**config.mk**
```make
export PLATFORM = sky130hd
export DESIGN_NAME = dmi_jtag_tap
export DESIGN_NICKNAME = d
export VERILOG_FILES = /design/src/rtl/dmi_jtag_tap.sv
export SDC_FILE = /design/constraint.sdc
export NUM_CORES = 1
export LEC_CHECK = 0
export BUFFER_PORTS_ARGS = -buffer_cell sky130_fd_sc_hd__buf_2
export CORE_ASPECT_RATIO = 0.7
export CORE_MARGIN = 4
export CORE_UTILIZATION = 60
export CTS_CLUSTER_SIZE = 20
export DETAILED_ROUTE_END_ITERATION = 6
export GPL_TIMING_DRIVEN = 0
export HOLD_SLACK_MARGIN = 0.15
export PLACE_DENSITY = 0.78
export SLEW_MARGIN = 20
export SYNTH_ARGS = -nofsm -noshare
export SYNTH_HDL_FRONTEND = slang
export SYNTH_SLANG_ARGS = --single-unit
```
**constraint.sdc**
```tcl
create_clock -name clk_i -period 2.4 [get_ports clk_i]
set_clock_uncertainty 0.1 [all_clocks]
set_input_delay 0.12 -clock clk_i [delete_from_list [all_inputs] [get_ports clk_i]]
set_output_delay 0.12 -clock clk_i [all_outputs]
set_load 0.02 [all_outputs]
```
**src/rtl/dmi_jtag_tap.sv**
```systemverilog
// dmi_jtag_tap: 1149.1 TAP + DTM IR/IDCODE/BYPASS/DTMCS front end; RV_DTM_HARDRESET_EN adds dmi_hard_reset_o
module dmi_jtag_tap #(
    parameter logic [31:0] IdcodeValue = 32'h00000001,
    parameter logic [2:0]  IdleCycles  = 3'd1,
    parameter logic [5:0]  AddrBits    = 6'd7
) (
    input  logic       clk_i,
    input  logic       rst_i,
    input  logic       tms_i,
    input  logic       tdi_i,
    output logic       tdo_o,
    output logic       tdo_oe_o,
    output logic       test_logic_reset_o,
    output logic       capture_dr_o,
    output logic       shift_dr_o,
    output logic       update_dr_o,
    output logic       dmi_access_o,
    output logic       dtmcs_select_o,
    output logic       dmi_reset_o,
`ifdef RV_DTM_HARDRESET_EN
    output logic       dmi_hard_reset_o,
`endif
    output logic       dmi_tdi_o,
    input  logic       dmi_tdo_i,
    input  logic [1:0] dmi_error_i
);
    typedef enum logic [3:0] {
        TLR, RTI, SEL_DR, CAP_DR, SH_DR, EX1_DR, PA_DR, EX2_DR, UPD_DR,
        SEL_IR, CAP_IR, SH_IR, EX1_IR, PA_IR, EX2_IR, UPD_IR
    } state_e;

    state_e      r_state, w_next;
    logic [4:0]  r_ir, r_ir_sr;
    logic [31:0] r_idcode_sr, r_dtmcs_sr;
    logic        r_bypass, r_tdo;
    logic        w_sel_idcode, w_sel_bypass, w_dr_tdo, w_dtmcs_upd;

    always_ff @(posedge clk_i) r_state <= rst_i ? TLR : w_next;

    always_comb begin
        w_next = TLR;
        case (r_state)
            TLR:     w_next = tms_i ? TLR    : RTI;
            RTI:     w_next = tms_i ? SEL_DR : RTI;
            SEL_DR:  w_next = tms_i ? SEL_IR : CAP_DR;
            CAP_DR:  w_next = tms_i ? EX1_DR : SH_DR;
            SH_DR:   w_next = tms_i ? EX1_DR : SH_DR;
            EX1_DR:  w_next = tms_i ? UPD_DR : PA_DR;
            PA_DR:   w_next = tms_i ? EX2_DR : PA_DR;
            EX2_DR:  w_next = tms_i ? UPD_DR : SH_DR;
            UPD_DR:  w_next = tms_i ? SEL_DR : RTI;
            SEL_IR:  w_next = tms_i ? TLR    : CAP_IR;
            CAP_IR:  w_next = tms_i ? EX1_IR : SH_IR;
            SH_IR:   w_next = tms_i ? EX1_IR : SH_IR;
            EX1_IR:  w_next = tms_i ? UPD_IR : PA_IR;
            PA_IR:   w_next = tms_i ? EX2_IR : PA_IR;
            EX2_IR:  w_next = tms_i ? UPD_IR : SH_IR;
            UPD_IR:  w_next = tms_i ? SEL_DR : RTI;
            default: w_next = TLR;
        endcase
    end

    assign test_logic_reset_o = r_state == TLR;
    assign capture_dr_o       = r_state == CAP_DR;
    assign shift_dr_o         = r_state == SH_DR;
    assign update_dr_o        = r_state == UPD_DR;
    assign tdo_oe_o           = shift_dr_o || r_state == SH_IR;
    assign dmi_access_o       = r_ir == 5'h11;
    assign dtmcs_select_o     = r_ir == 5'h10;
    assign w_sel_idcode       = r_ir == 5'h01;
    assign w_sel_bypass       = !(dmi_access_o || dtmcs_select_o || w_sel_idcode);
    assign dmi_tdi_o          = tdi_i;
    assign tdo_o              = r_tdo;
    assign w_dtmcs_upd        = update_dr_o && dtmcs_select_o;
`ifdef RV_DTM_HARDRESET_EN
    assign dmi_hard_reset_o   = w_dtmcs_upd && r_dtmcs_sr[17];
    assign dmi_reset_o        = w_dtmcs_upd && (r_dtmcs_sr[16] || r_dtmcs_sr[17]);
`else
    assign dmi_reset_o        = w_dtmcs_upd && r_dtmcs_sr[16];
`endif

    always_ff @(posedge clk_i) begin
        if (rst_i) begin
            r_ir        <= 5'h01;
            r_ir_sr     <= '0;
            r_idcode_sr <= '0;
            r_dtmcs_sr  <= '0;
            r_bypass    <= 1'b0;
        end else begin
            if (r_state == TLR) r_ir <= 5'h01;
            else if (r_state == UPD_IR) r_ir <= r_ir_sr;
            if (r_state == CAP_IR) r_ir_sr <= 5'b00001;
            else if (r_state == SH_IR) r_ir_sr <= {tdi_i, r_ir_sr[4:1]};
            if (capture_dr_o && w_sel_idcode) r_idcode_sr <= IdcodeValue | 32'h1;
            else if (shift_dr_o && w_sel_idcode) r_idcode_sr <= {tdi_i, r_idcode_sr[31:1]};
            if (capture_dr_o && dtmcs_select_o)
                r_dtmcs_sr <= {14'b0, 1'b0, 1'b0, 1'b0, IdleCycles, dmi_error_i, AddrBits, 4'h1};
            else if (shift_dr_o && dtmcs_select_o) r_dtmcs_sr <= {tdi_i, r_dtmcs_sr[31:1]};
            if (capture_dr_o && w_sel_bypass) r_bypass <= 1'b0;
            else if (shift_dr_o && w_sel_bypass) r_bypass <= tdi_i;
        end
    end

    assign w_dr_tdo = dmi_access_o ? dmi_tdo_i : dtmcs_select_o ? r_dtmcs_sr[0] :
                      w_sel_idcode ? r_idcode_sr[0] : r_bypass;

    // TDO launches on the falling edge so the debugger can sample it on the next rising edge
    always_ff @(negedge clk_i) begin
        if (rst_i) r_tdo <= 1'b0;
        else if (r_state == SH_IR) r_tdo <= r_ir_sr[0];
        else if (shift_dr_o) r_tdo <= w_dr_tdo;
    end
endmodule

```
==> impl_metrics.toml <==
[setup_path]
crit_path_end_kind = "register"
critPathLaunchType = "register"
critPathTopFamily = "simple AND/OR/NAND/NOR gates"
critPathRequiredTime_ps = 1370
crit_type = "register to register"
cpPeakStageDelay_ps = 600
cp_max_fo = 4
crit_buf_inv = 1
crit_chain = "or4b_4 > buf_6 > o21a_1 > o41ai_2"
worst_ep_arrival_time_ps = 1810
slowest_stage = "or4b_4"

[placed_design]
gp_congestion = 0.846
place_hpwl_um = 4400
port_buffers = 15
place_ws_ps = -664
dp.cells = 494

[sta]
slew_violations = 0
relSlewSlack_pct = 65.8
rsz0062_at_grt = "true"
hold_viol = 0
setup-violations-final = 1
worst_slew_pin_slew_ps = 513
fin_ws_ps = -435

[synthesis]
synth-async-reset-ratio_pct = 0
ys_seq_elements = 80
syn-cell-area_sq_um = 3220
yosysUniqueCellTypes = 42
synth.most_common_cell = "nand2_1"
netlist_instances = 407
yosysSeqAreaShare_pct = 49.7
avgSynthCellArea_sq_um = 7.91
synth_compound_area_share_pct = 16.4
synth_ff_type = "dfxtp_1"
synth_edf_count = 0
yosys.area_share.simple_pct = 25.7
synthMuxAreaShare_pct = 1.90
synth_top_family_by_area = "simple AND/OR/NAND/NOR gates"
synth_top_area_share_pct = 49.7
synth_fa_ha_area_share_pct = 0
yosys.area.top_type = "dfxtp_1"
synth_commonest_cells = "128 x nand2_1, 80 x dfxtp_1, 68 x a21oi_1"
yosys_warnings = 0
synth_nets = 414
synth_area_leaders = "dfxtp_1 50%, nand2_1 15%, a21oi_1 11%"
synth_xor_area_share_pct = 0.544

[global_routing]
grt_max_degree = 14
grt_first_pass_wirelength_um = 11000
antenna_found_initial = 0
grt_pass1_vias = 2312
grt-ovfl-total = 0
grt.total_usage_pct = 20.7

[clock_network]
htree_levels = 3
cts_num_sinks = 80
cts_root_buf = "clkbuf_8"
insertion_delay_ps = 340
cts_tree = "yes"
cts_made_buffers = 9
cts_buffer_depth = 2
clkSlewWorstSetupHoldPaths_ps = 80

[drt]
drc = 0
wl_um = 6610
drt_pass1_iterations = 5
first_iter_violations = 200
ant_nets = 0
vias_per_cell = 5.45
wl_per_cell_um = 12.7
vias = 2829

[die]
core_area_sq_um = 5230
die_h_um = 69.3
initial_core_util_pct = 61.6
die_w_um = 95.6
rows = 22
num_io_pins = 17
die_area_sq_um = 6620

[run]
drv_cap = 0

[cells_and_area]
drive_gt1_share_pct = 15.4
final_cells = 519
fillers = 412
diodes = 0
nets = 450
fin_util_pct = 71.2
syn_to_final_growth_pct = 15.7

[min_path]
hp-class = "primary input to register"

[power_and_ir_drop]
p_comb_share_pct = 5.8
p_sw_share_pct = 23.2
p_switching_uw = 561
p_clk_share_pct = 38.9
p_per_area_nw_per_um2 = 649
p_int_uw = 1860
seq_power_share_pct = 55.2
vdd_drop_max_v = 0.000472
p_leak_uw = 0.00134
finalPower_uw = 2420

[outcome]
run_status = "complete, but fails checks"
violations = "setup timing"
## worst register-to-register path, delay by kind of cell (launching register included)
family | cells | cell delay (ps)
buf+inv | 1 | 150
simple gates | 1 | 600
compound gates | 2 | 360
flops | 1 | 360
## flip-flops by register name, summed over array words and instances (netlist names)
name and flops:
r_state 4, r_idcode_sr 32, r_ir_sr 5, r_bypass 1, r_ir 5, tdo_o 1, r_dtmcs_sr 32
## cells by family (layout without fill, tap and decap cells)
| group | count (synthesis) | after routing |
|---|---|---|
| flip-flops | 80 | 80 |
| XOR/XNOR | 2 | 2 |
| AND/OR/NAND/NOR | 187 | 187 |
| buffers and inverters | 38 | 78 |
| AO/OA/AOI/OAI | 94 | 94 |
| multiplexers | 6 | 6 |
## layout by cell type (no fill, tap or decap), types with 6 or more instances in the layout
cell and n:
buf_4 6, dlygate4sd3_1 6, clkbuf_1 12, nand2_1 128, nand3_1 8, dfxtp_1 77
a21oi_1 68, clkbuf_8 9, o21ai_0 6, buf_2 27, nor2_1 12, a31oi_1 7
## per-layer routing
layer / vias up / global-route usage (%) / wire length [um] / part of all wire [%]
met5: - / 0 / 0 / 0
met1: 1288 / 30.9 / 3200 / 48
met3: 11 / 6.51 / 397 / 6.0
li1: 1437 / - / - / -
met4: 0 / 4.57 / 67 / 1.0
met2: 93 / 29.1 / 2950 / 45
## timing repair
item | 4_1_cts | 5_1_grt
gates resized for setup | 9 | 8
hold buffers | 5 | 1
hold endpoints to repair | 13 | 5
pin swaps | 2 | 3
endpoints found under the setup margin | 8 | 21
setup buffers | 5 | 1
## metrics by stage
step                      area (sq um)  setup TNS, ps  hold slack [ps]
final                             3720           -435              293
after global routing              3720           -477              353
after CTS                         3690           -467              249
after detailed placement          3400           -664              331
after global placement            3400           -637              314
after floorplan                   3230           -445              156
## area by class of cell
cell class | count | area, sq um | share of cell area (%)
Multi-Input combinational cell | 289 | 1470 | 39.4
Clock inverter | 7 | 65.1 | 1.75
Inverter | 5 | 26.3 | 0.705
Tap cell | 72 | 90.1 | 2.42
Clock buffer | 9 | 124 | 3.33
Timing Repair Buffer | 27 | 184 | 4.94
Buffer | 30 | 159 | 4.27
Sequential cell | 80 | 1610 | 43.2
## worst paths after layout
kind         slack (ps)                   startpoint                     endpoint  cells past startpoint
max                -430        r_state[3]$_SDFF_PP0_           tdo_o$_SDFFE_NP0P_                      4
min                 290                        rst_i  r_dtmcs_sr[12]$_SDFFE_PP0P_                      3
max reg2reg        -430        r_state[3]$_SDFF_PP0_           tdo_o$_SDFFE_NP0P_                      4
min reg2reg         350  r_dtmcs_sr[19]$_SDFFE_PP0N_  r_dtmcs_sr[18]$_SDFFE_PP0N_                      2
## power groups by stage
stage | clock network, uW | registers, uW | logic, uW
6_report | 941 | 1330 | 141
3_5_place_dp | 5.22 | 1370 | 126
4_1_cts | 960 | 1340 | 135
2_1_floorplan | 5.22 | 1370 | 91.7
3_3_place_gp | 5.22 | 1370 | 124
5_1_grt | 1020 | 1340 | 155
(Power assumes the default switching activity.)
